<file path="config.mk">
export PLATFORM = sky130hd
export DESIGN_NAME = pm_sort_ctrl
export DESIGN_NICKNAME = d
export VERILOG_FILES = /design/src/rtl/pm_sort_ctrl.sv
export SDC_FILE = /design/constraint.sdc
export NUM_CORES = 1
export LEC_CHECK = 0
export CORE_MARGIN = 5
export CORE_UTILIZATION = 60
export CTS_BUF_LIST = sky130_fd_sc_hd__clkbuf_2 sky130_fd_sc_hd__clkbuf_4 sky130_fd_sc_hd__clkbuf_8
export CTS_CLUSTER_DIAMETER = 30
export DETAILED_ROUTE_END_ITERATION = 8
export MAX_ROUTING_LAYER = met4
export PLACE_DENSITY_LB_ADDON = 0.05
export SLEW_MARGIN = 30
export SYNTH_ARGS = -nofsm -noshare
export SYNTH_HDL_FRONTEND = slang
export SYNTH_HIERARCHICAL = 1
export SYNTH_SLANG_ARGS = --single-unit
</file>
<file path="constraint.sdc">
create_clock -name clk -period 17 [get_ports clk]
set_clock_uncertainty 0.1 [all_clocks]
set_input_delay 3.4 -clock clk [delete_from_list [all_inputs] [get_ports clk]]
set_output_delay 3.4 -clock clk [all_outputs]
set_load 0.01 [all_outputs]
</file>
<file path="src/rtl/pm_sort_ctrl.sv">
// pm_sort_ctrl: per-bit path-metric update and L=4 list pruning for an SC-List polar decoder.
// Builds 2L candidate metrics, keeps the L best via sorter4, and tracks active paths and bit position.

module sorter4 #(
    parameter int PM_WIDTH    = 8,
    parameter int INDEX_WIDTH = 3
) (
    input  logic [7:0][PM_WIDTH-1:0]    cand,
    output logic [3:0][PM_WIDTH-1:0]    sel_pm,
    output logic [3:0][INDEX_WIDTH-1:0] sel_idx
);
    logic [7:0][INDEX_WIDTH-1:0] rank;

    // Ties resolve toward the lower index, so ranks form a permutation of 0..7.
    always_comb begin
        rank    = '0;
        sel_pm  = '0;
        sel_idx = '0;
        for (int unsigned i = 0; i < 8; i++) begin
            for (int unsigned j = 0; j < 8; j++) begin
                if (j != i && (cand[j] < cand[i] || (cand[j] == cand[i] && j < i))) begin
                    rank[i] = rank[i] + INDEX_WIDTH'(1);
                end
            end
        end
        for (int unsigned k = 0; k < 4; k++) begin
            for (int unsigned i = 0; i < 8; i++) begin
                if (rank[i] == INDEX_WIDTH'(k)) begin
                    sel_pm[k]  = cand[i];
                    sel_idx[k] = INDEX_WIDTH'(i);
                end
            end
        end
    end
endmodule

module pm_sort_ctrl #(
    parameter int PM_WIDTH    = 8,
    parameter int LLR_WIDTH   = 6,
    parameter int INDEX_WIDTH = 3,
    parameter int N_BITS      = 64
) (
    input  logic                  clk,
    input  logic                  rst,
    input  logic                  in_valid,
    output logic                  in_ready,
    input  logic                  in_start,
    input  logic                  in_frozen,
    input  logic [PM_WIDTH*4-1:0] pm_in,
    input  logic [LLR_WIDTH*4-1:0] llr_in,
    output logic                  out_valid,
    input  logic                  out_ready,
    output logic [PM_WIDTH*4-1:0] out_pm,
    output logic [7:0]            out_parent,
    output logic [3:0]            out_bit,
    output logic [3:0]            out_mask,
    output logic                  out_last
);
    localparam int CW = $clog2(N_BITS + 1);
    localparam logic [PM_WIDTH-1:0] SENTINEL = '1;
    localparam logic [PM_WIDTH-1:0] SAT_MAX  = SENTINEL - PM_WIDTH'(1);

    typedef enum logic [1:0] {IDLE, CALC, SORT, HOLD} state_t;

    state_t                        state_q, state_d;
    logic [2:0]                    n_active_q, n_active_d;
    logic [CW-1:0]                 bit_cnt_q, bit_cnt_d;
    logic [3:0][PM_WIDTH-1:0]      pm_q, pm_d;
    logic [3:0][LLR_WIDTH-1:0]     llr_q, llr_d;
    logic                          frozen_q, frozen_d;
    logic [2:0]                    n_eff_q, n_eff_d;
    logic                          last_q, last_d;
    logic [7:0][PM_WIDTH-1:0]      cand_q, cand_d;
    logic [3:0][PM_WIDTH-1:0]      out_pm_q, out_pm_d;
    logic [3:0][1:0]               out_parent_q, out_parent_d;
    logic [3:0]                    out_bit_q, out_bit_d;
    logic [3:0]                    out_mask_q, out_mask_d;
    logic                          out_last_q, out_last_d;
    logic                          out_valid_q, out_valid_d;

    logic [2:0]                    n_eff;
    logic [CW-1:0]                 bit_idx;
    logic [3:0]                    h;
    logic [3:0][LLR_WIDTH-1:0]     mag;
    logic [3:0][PM_WIDTH:0]        sum;
    logic [7:0][PM_WIDTH-1:0]      cand_c;
    logic [2:0]                    info_lim;
    logic [3:0][PM_WIDTH-1:0]      sel_pm;
    logic [3:0][INDEX_WIDTH-1:0]   sel_idx;

    sorter4 #(
        .PM_WIDTH   (PM_WIDTH),
        .INDEX_WIDTH(INDEX_WIDTH)
    ) u_sorter (
        .cand   (cand_q),
        .sel_pm (sel_pm),
        .sel_idx(sel_idx)
    );

    always_comb begin
        state_d      = state_q;
        n_active_d   = n_active_q;
        bit_cnt_d    = bit_cnt_q;
        pm_d         = pm_q;
        llr_d        = llr_q;
        frozen_d     = frozen_q;
        n_eff_d      = n_eff_q;
        last_d       = last_q;
        cand_d       = cand_q;
        out_pm_d     = out_pm_q;
        out_parent_d = out_parent_q;
        out_bit_d    = out_bit_q;
        out_mask_d   = out_mask_q;
        out_last_d   = out_last_q;
        out_valid_d  = out_valid_q;

        in_ready = (state_q == IDLE);
        n_eff    = in_start ? 3'd1 : n_active_q;
        bit_idx  = in_start ? '0 : bit_cnt_q;
        info_lim = (n_eff_q == 3'd1) ? 3'd2 : 3'd4;

        // Inactive paths get the sentinel on both candidates so they always sort last.
        for (int unsigned l = 0; l < 4; l++) begin
            h[l]   = llr_q[l][LLR_WIDTH-1];
            mag[l] = h[l] ? (~llr_q[l] + LLR_WIDTH'(1)) : llr_q[l];
            sum[l] = {1'b0, pm_q[l]} + (PM_WIDTH+1)'(mag[l]);
            if (3'(l) < n_eff_q) begin
                cand_c[2*l]   = pm_q[l];
                cand_c[2*l+1] = (sum[l] > {1'b0, SAT_MAX}) ? SAT_MAX : sum[l][PM_WIDTH-1:0];
            end else begin
                cand_c[2*l]   = SENTINEL;
                cand_c[2*l+1] = SENTINEL;
            end
        end

        case (state_q)
            IDLE: begin
                if (in_valid) begin
                    state_d = CALC;
                    for (int unsigned l = 0; l < 4; l++) begin
                        pm_d[l]  = pm_in[(3-l)*PM_WIDTH +: PM_WIDTH];
                        llr_d[l] = llr_in[(3-l)*LLR_WIDTH +: LLR_WIDTH];
                    end
                    frozen_d   = in_frozen;
                    n_eff_d    = n_eff;
                    last_d     = (bit_idx == CW'(N_BITS - 1));
                    bit_cnt_d  = in_start ? CW'(1) :
                                 (bit_cnt_q == CW'(N_BITS)) ? bit_cnt_q : bit_cnt_q + CW'(1);
                    n_active_d = in_frozen ? n_eff : ((n_eff == 3'd1) ? 3'd2 : 3'd4);
                end
            end
            CALC: begin
                cand_d  = cand_c;
                state_d = SORT;
            end
            SORT: begin
                out_valid_d = 1'b1;
                out_last_d  = last_q;
                state_d     = HOLD;
                for (int unsigned k = 0; k < 4; k++) begin
                    if (frozen_q) begin
                        out_pm_d[k]     = h[k] ? cand_q[2*k+1] : cand_q[2*k];
                        out_parent_d[k] = 2'(k);
                        out_bit_d[k]    = 1'b0;
                        out_mask_d[k]   = (3'(k) < n_eff_q);
                    end else begin
                        out_pm_d[k]     = sel_pm[k];
                        out_parent_d[k] = sel_idx[k][2:1];
                        out_bit_d[k]    = h[sel_idx[k][2:1]] ^ sel_idx[k][0];
                        out_mask_d[k]   = (3'(k) < info_lim);
                    end
                end
            end
            HOLD: begin
                if (out_ready) begin
                    out_valid_d = 1'b0;
                    state_d     = IDLE;
                end
            end
            default: state_d = IDLE;
        endcase

        out_pm     = '0;
        out_parent = '0;
        out_bit    = '0;
        out_mask   = '0;
        for (int unsigned k = 0; k < 4; k++) begin
            out_pm[(3-k)*PM_WIDTH +: PM_WIDTH] = out_pm_q[k];
            out_parent[(3-k)*2 +: 2]           = out_parent_q[k];
            out_bit[3-k]                       = out_bit_q[k];
            out_mask[3-k]                      = out_mask_q[k];
        end
        out_last  = out_last_q;
        out_valid = out_valid_q;
    end

    always_ff @(posedge clk) begin
        if (rst) begin
            state_q      <= IDLE;
            n_active_q   <= 3'd1;
            bit_cnt_q    <= '0;
            pm_q         <= '0;
            llr_q        <= '0;
            frozen_q     <= 1'b0;
            n_eff_q      <= 3'd1;
            last_q       <= 1'b0;
            cand_q       <= '0;
            out_pm_q     <= '0;
            out_parent_q <= '0;
            out_bit_q    <= '0;
            out_mask_q   <= '0;
            out_last_q   <= 1'b0;
            out_valid_q  <= 1'b0;
        end else begin
            state_q      <= state_d;
            n_active_q   <= n_active_d;
            bit_cnt_q    <= bit_cnt_d;
            pm_q         <= pm_d;
            llr_q        <= llr_d;
            frozen_q     <= frozen_d;
            n_eff_q      <= n_eff_d;
            last_q       <= last_d;
            cand_q       <= cand_d;
            out_pm_q     <= out_pm_d;
            out_parent_q <= out_parent_d;
            out_bit_q    <= out_bit_d;
            out_mask_q   <= out_mask_d;
            out_last_q   <= out_last_d;
            out_valid_q  <= out_valid_d;
        end
    end
endmodule

</file>
==> results by group <==
Drt
  – Via/cell ratio: a little under 7
  – Wire per inst: around 25 um
  – Post-DRT Antenna Nets: 0
  – Final wirelength: between 70000 and 80000 um
  – DRC: 1
  – Initial DRC count: 2841
  – Vias: between 20000 and 25000
  – DRT Pass-1 Iters: 9

Global routing
  – Vias in the first global route: 20100
  – Gr ovfl total: 0
  – Overall Global Routing Usage: 0.399
  – Initial antenna violation count: 0
  – Pin count of the biggest net entering global routing: between 90 and 100
  – Global-route wire length before repair: approximately 120000 um

Die
  – Die area: approximately 38000 um^2
  – CORE AREA: 33500 um^2
  – Initial core utilization: 0.608
  – # rows: 67
  – Die width: ~190 um
  – Ports: around 110
  – Die H: between 150 and 200 um

Placement
  – IO buf count: 112
  – Place WS: about 8.5 ns
  – Post-DP HPWL: a little under 60000 um
  – RD Place Congestion: 1.08

STA
  – RSZ-0062 raised after global routing: no
  – FMAX: around 120 MHz
  – Final setup viols: 0
  – Final Worst Setup Slack: 8.37 ns
  – Relative slew slack: 0.301
  – Fin Setup TNS: 0 ns
  – Final Hold Viols: 0
  – Worst-Margin Slew: 1.05 ns
  – Fin. max-slew vios: 0
  – Crit path time final: around 8.6 ns
  – Final Cycle Share: 0.507

Synth
  – Synth area leaders: ha_1 19%, dfxtp_1 18%, a21oi_1 5.6%, nor2_1 5.0%, nand2_1 4.9%
  – Ys async rst share: 0
  – Synth unique cells: about 120
  – Yosys top cell by area: ha_1
  – Yosys top cell area share: 0.190
  – Mapped Cells: 2560
  – Syn. warnings: 6
  – Number of synthesized flops with an enable pin: 0
  – Flops & latches, synth: between 150 and 200
  – Predominant post-synthesis flop cell: dfxtp_1
  – Synthesized area: between 20000 and 25000 um^2
  – Syn_nets: between 2000 and 3000
  – Syn Area/Cell: 7.96 um^2
  – Register area share after synthesis: 0.184

Final layout
  – Fill count: between 2000 and 3000
  – Antenna fix cells: 0
  – Fraction of layout cells with a size suffix above 1: 0.0704
  – Synthesis-to-layout area growth: 9.33%
  – Util after Layout: 0.664
  – Nets: 2992

Run status
  – Status: finished with violations
  – Failing checks: DRC

Worst setup path
  – Setup crit end kind: register
  – Critical Path AT: 8.87 ns
  – CP peak stage delay: 0.73 ns
  – Setup CP Type: register to register
  – Crit start category: register
  – R2r startpoint: cand_q[17]
  – CP max stage cell: o31ai_1
  – Critical path peak fanout: 11
  – CP required: around 17 ns
  – Worst setup path start: cand_q[17]
  – CP most frequent cell: ha_1

Clocking
  – Latest clock arrival within the worst-skew pair: between 0.4 and 0.5 ns
  – Clk buf depth: 2
  – Clock slew at reported path FFs: 0.11 ns
  – Post-CTS Resized: 0
  – Post-CTS Setup Bufs: 0
  – H-Tree Depth: 4
  – TritonCTS clock tree: yes
  – Clk sinks: roughly 190
  – Root Buffer: clkbuf_8
  – CTS buffer count: 17
  – Post-CTS Hold Buffers: 0

Min path
  – HP Class: register to register
  – Hold wc startpoint: llr_q[19]

Flow run
  – Max-cap viol count: 0
-- metal layers --
layer / share of wire / vias up / wire length (um) / GRT usage
li1: - / 9655 / - / -
met1: 0.39 / 9690 / 30100 / 0.491
met2: 0.42 / 1295 / 32000 / 0.596
met3: 0.11 / 377 / 8600 / 0.0838
met4: 0.080 / 0 / 6140 / 0.252
met5: 0 / - / 0 / -
-- stage by stage --
| step | hold WS, ns | cell area, um^2 | std cells |
|---|---|---|---|
| 2_1_floorplan | 0.345 | 20400 | 2560 |
| 3_5_place_dp | 0.369 | 21900 | 3044 |
| 4_1_cts | 0.383 | 22300 | 3075 |
| 5_1_grt | 0.412 | 22300 | 3076 |
| 6_report | 0.382 | 22300 | 3076 |
| 3_3_place_gp | 0.358 | 21900 | 3044 |
-- synth_stat cells, types with 23 or more instances --
library cell	number
mux2i_1	76
a21o_1	43
o21ai_0	82
nor3_1	49
a221oi_1	27
nor2_1	271
a21oi_1	227
o22ai_1	24
xor2_1	34
clkbuf_1	73
a211oi_1	66
xnor2_1	45
nand2_1	267
o211ai_1	33
ha_1	310
nor2b_1	41
nand4_1	48
dfxtp_1	187
buf_2	23
nand3_1	54
inv_1	111
-- cell type report --
class / count / area, um^2 / share of cell area
Clock inverter: 12 / 139 / 0.00624
Timing Repair Buffer: 150 / 1420 / 0.0636
Multi-Input combinational cell: 2144 / 15700 / 0.706
Tap cell: 448 / 561 / 0.0252
Clock buffer: 19 / 255 / 0.0115
Sequential cell: 187 / 3740 / 0.168
Inverter: 116 / 435 / 0.0195
-- final timing paths --
| path | slack (ns) | to | cells past startpoint |
|---|---|---|---|
| setup / recovery | 8.37 | out_pm[16] | 37 |
| hold / removal | 0.38 | llr_q[19] | 2 |
| setup reg to reg | 8.37 | out_pm[16] | 37 |
| hold reg to reg | 0.38 | llr_q[19] | 2 |
-- placed cells by master (no fill, tap or decap), drive strengths merged, types with 12 or more instances in the layout --
master	count
a21o	44
o21a	21
o221ai	21
xor2	38
clkdlybuf4s50	111
a221oi	28
o22ai	24
nor3b	20
o211ai	36
a31oi	14
xnor3	12
nand2b	20
inv	118
a22oi	13
buf	39
nor4b	12
a21oi	230
nor3	50
mux2i	77
a211o	12
o221a	12
and3	14
dfxtp	187
o21bai	12
ha	310
nand3	55
a211oi	72
nor2b	42
nand2	268
nor2	273
nand4	48
o311a	12
o21ai	96
xnor2	48
clkbuf	19
or2	21
-- cells by family (layout without fill, tap and decap cells) --
family                     count (synthesis)  in the layout  synth area share
DFF                                      187            187             0.184
adders and majority gates                314            314             0.194
AOI/OAI and AO/OA                        760            760             0.259
and+or+nand+nor                          875            875             0.209
muxes                                     92             92            0.0489
xor gates and xnor gates                 103            103            0.0600
buffers and inverters                    229            297            0.0451
-- flip-flops by register name (all words and copies together) (netlist names) --
register	count
bit_cnt_q	7
cand_q	64
frozen_q	1
h	4
last_q	1
llr_q	20
n_active_q	3
n_eff_q	3
out_bit_q	4
out_last	1
out_mask_q	4
out_parent	8
out_pm	32
out_valid	1
pm_q	32
state_q	2
-- critical path: cells and delay by family (launching register included) --
kind                       cells  cell delay [ns]
and+or+nand+nor               13             2.45
AOI/OAI and AO/OA             12             2.28
adders and majority gates      6             1.70
DFF                            1             0.70
xor gates and xnor gates       2             0.67
buffers and inverters          3             0.45
muxes                          1             0.17
Power is left out: the tool's default activity adds up to more than one toggle a clock period on the data nets, which glitch-free logic cannot reach.
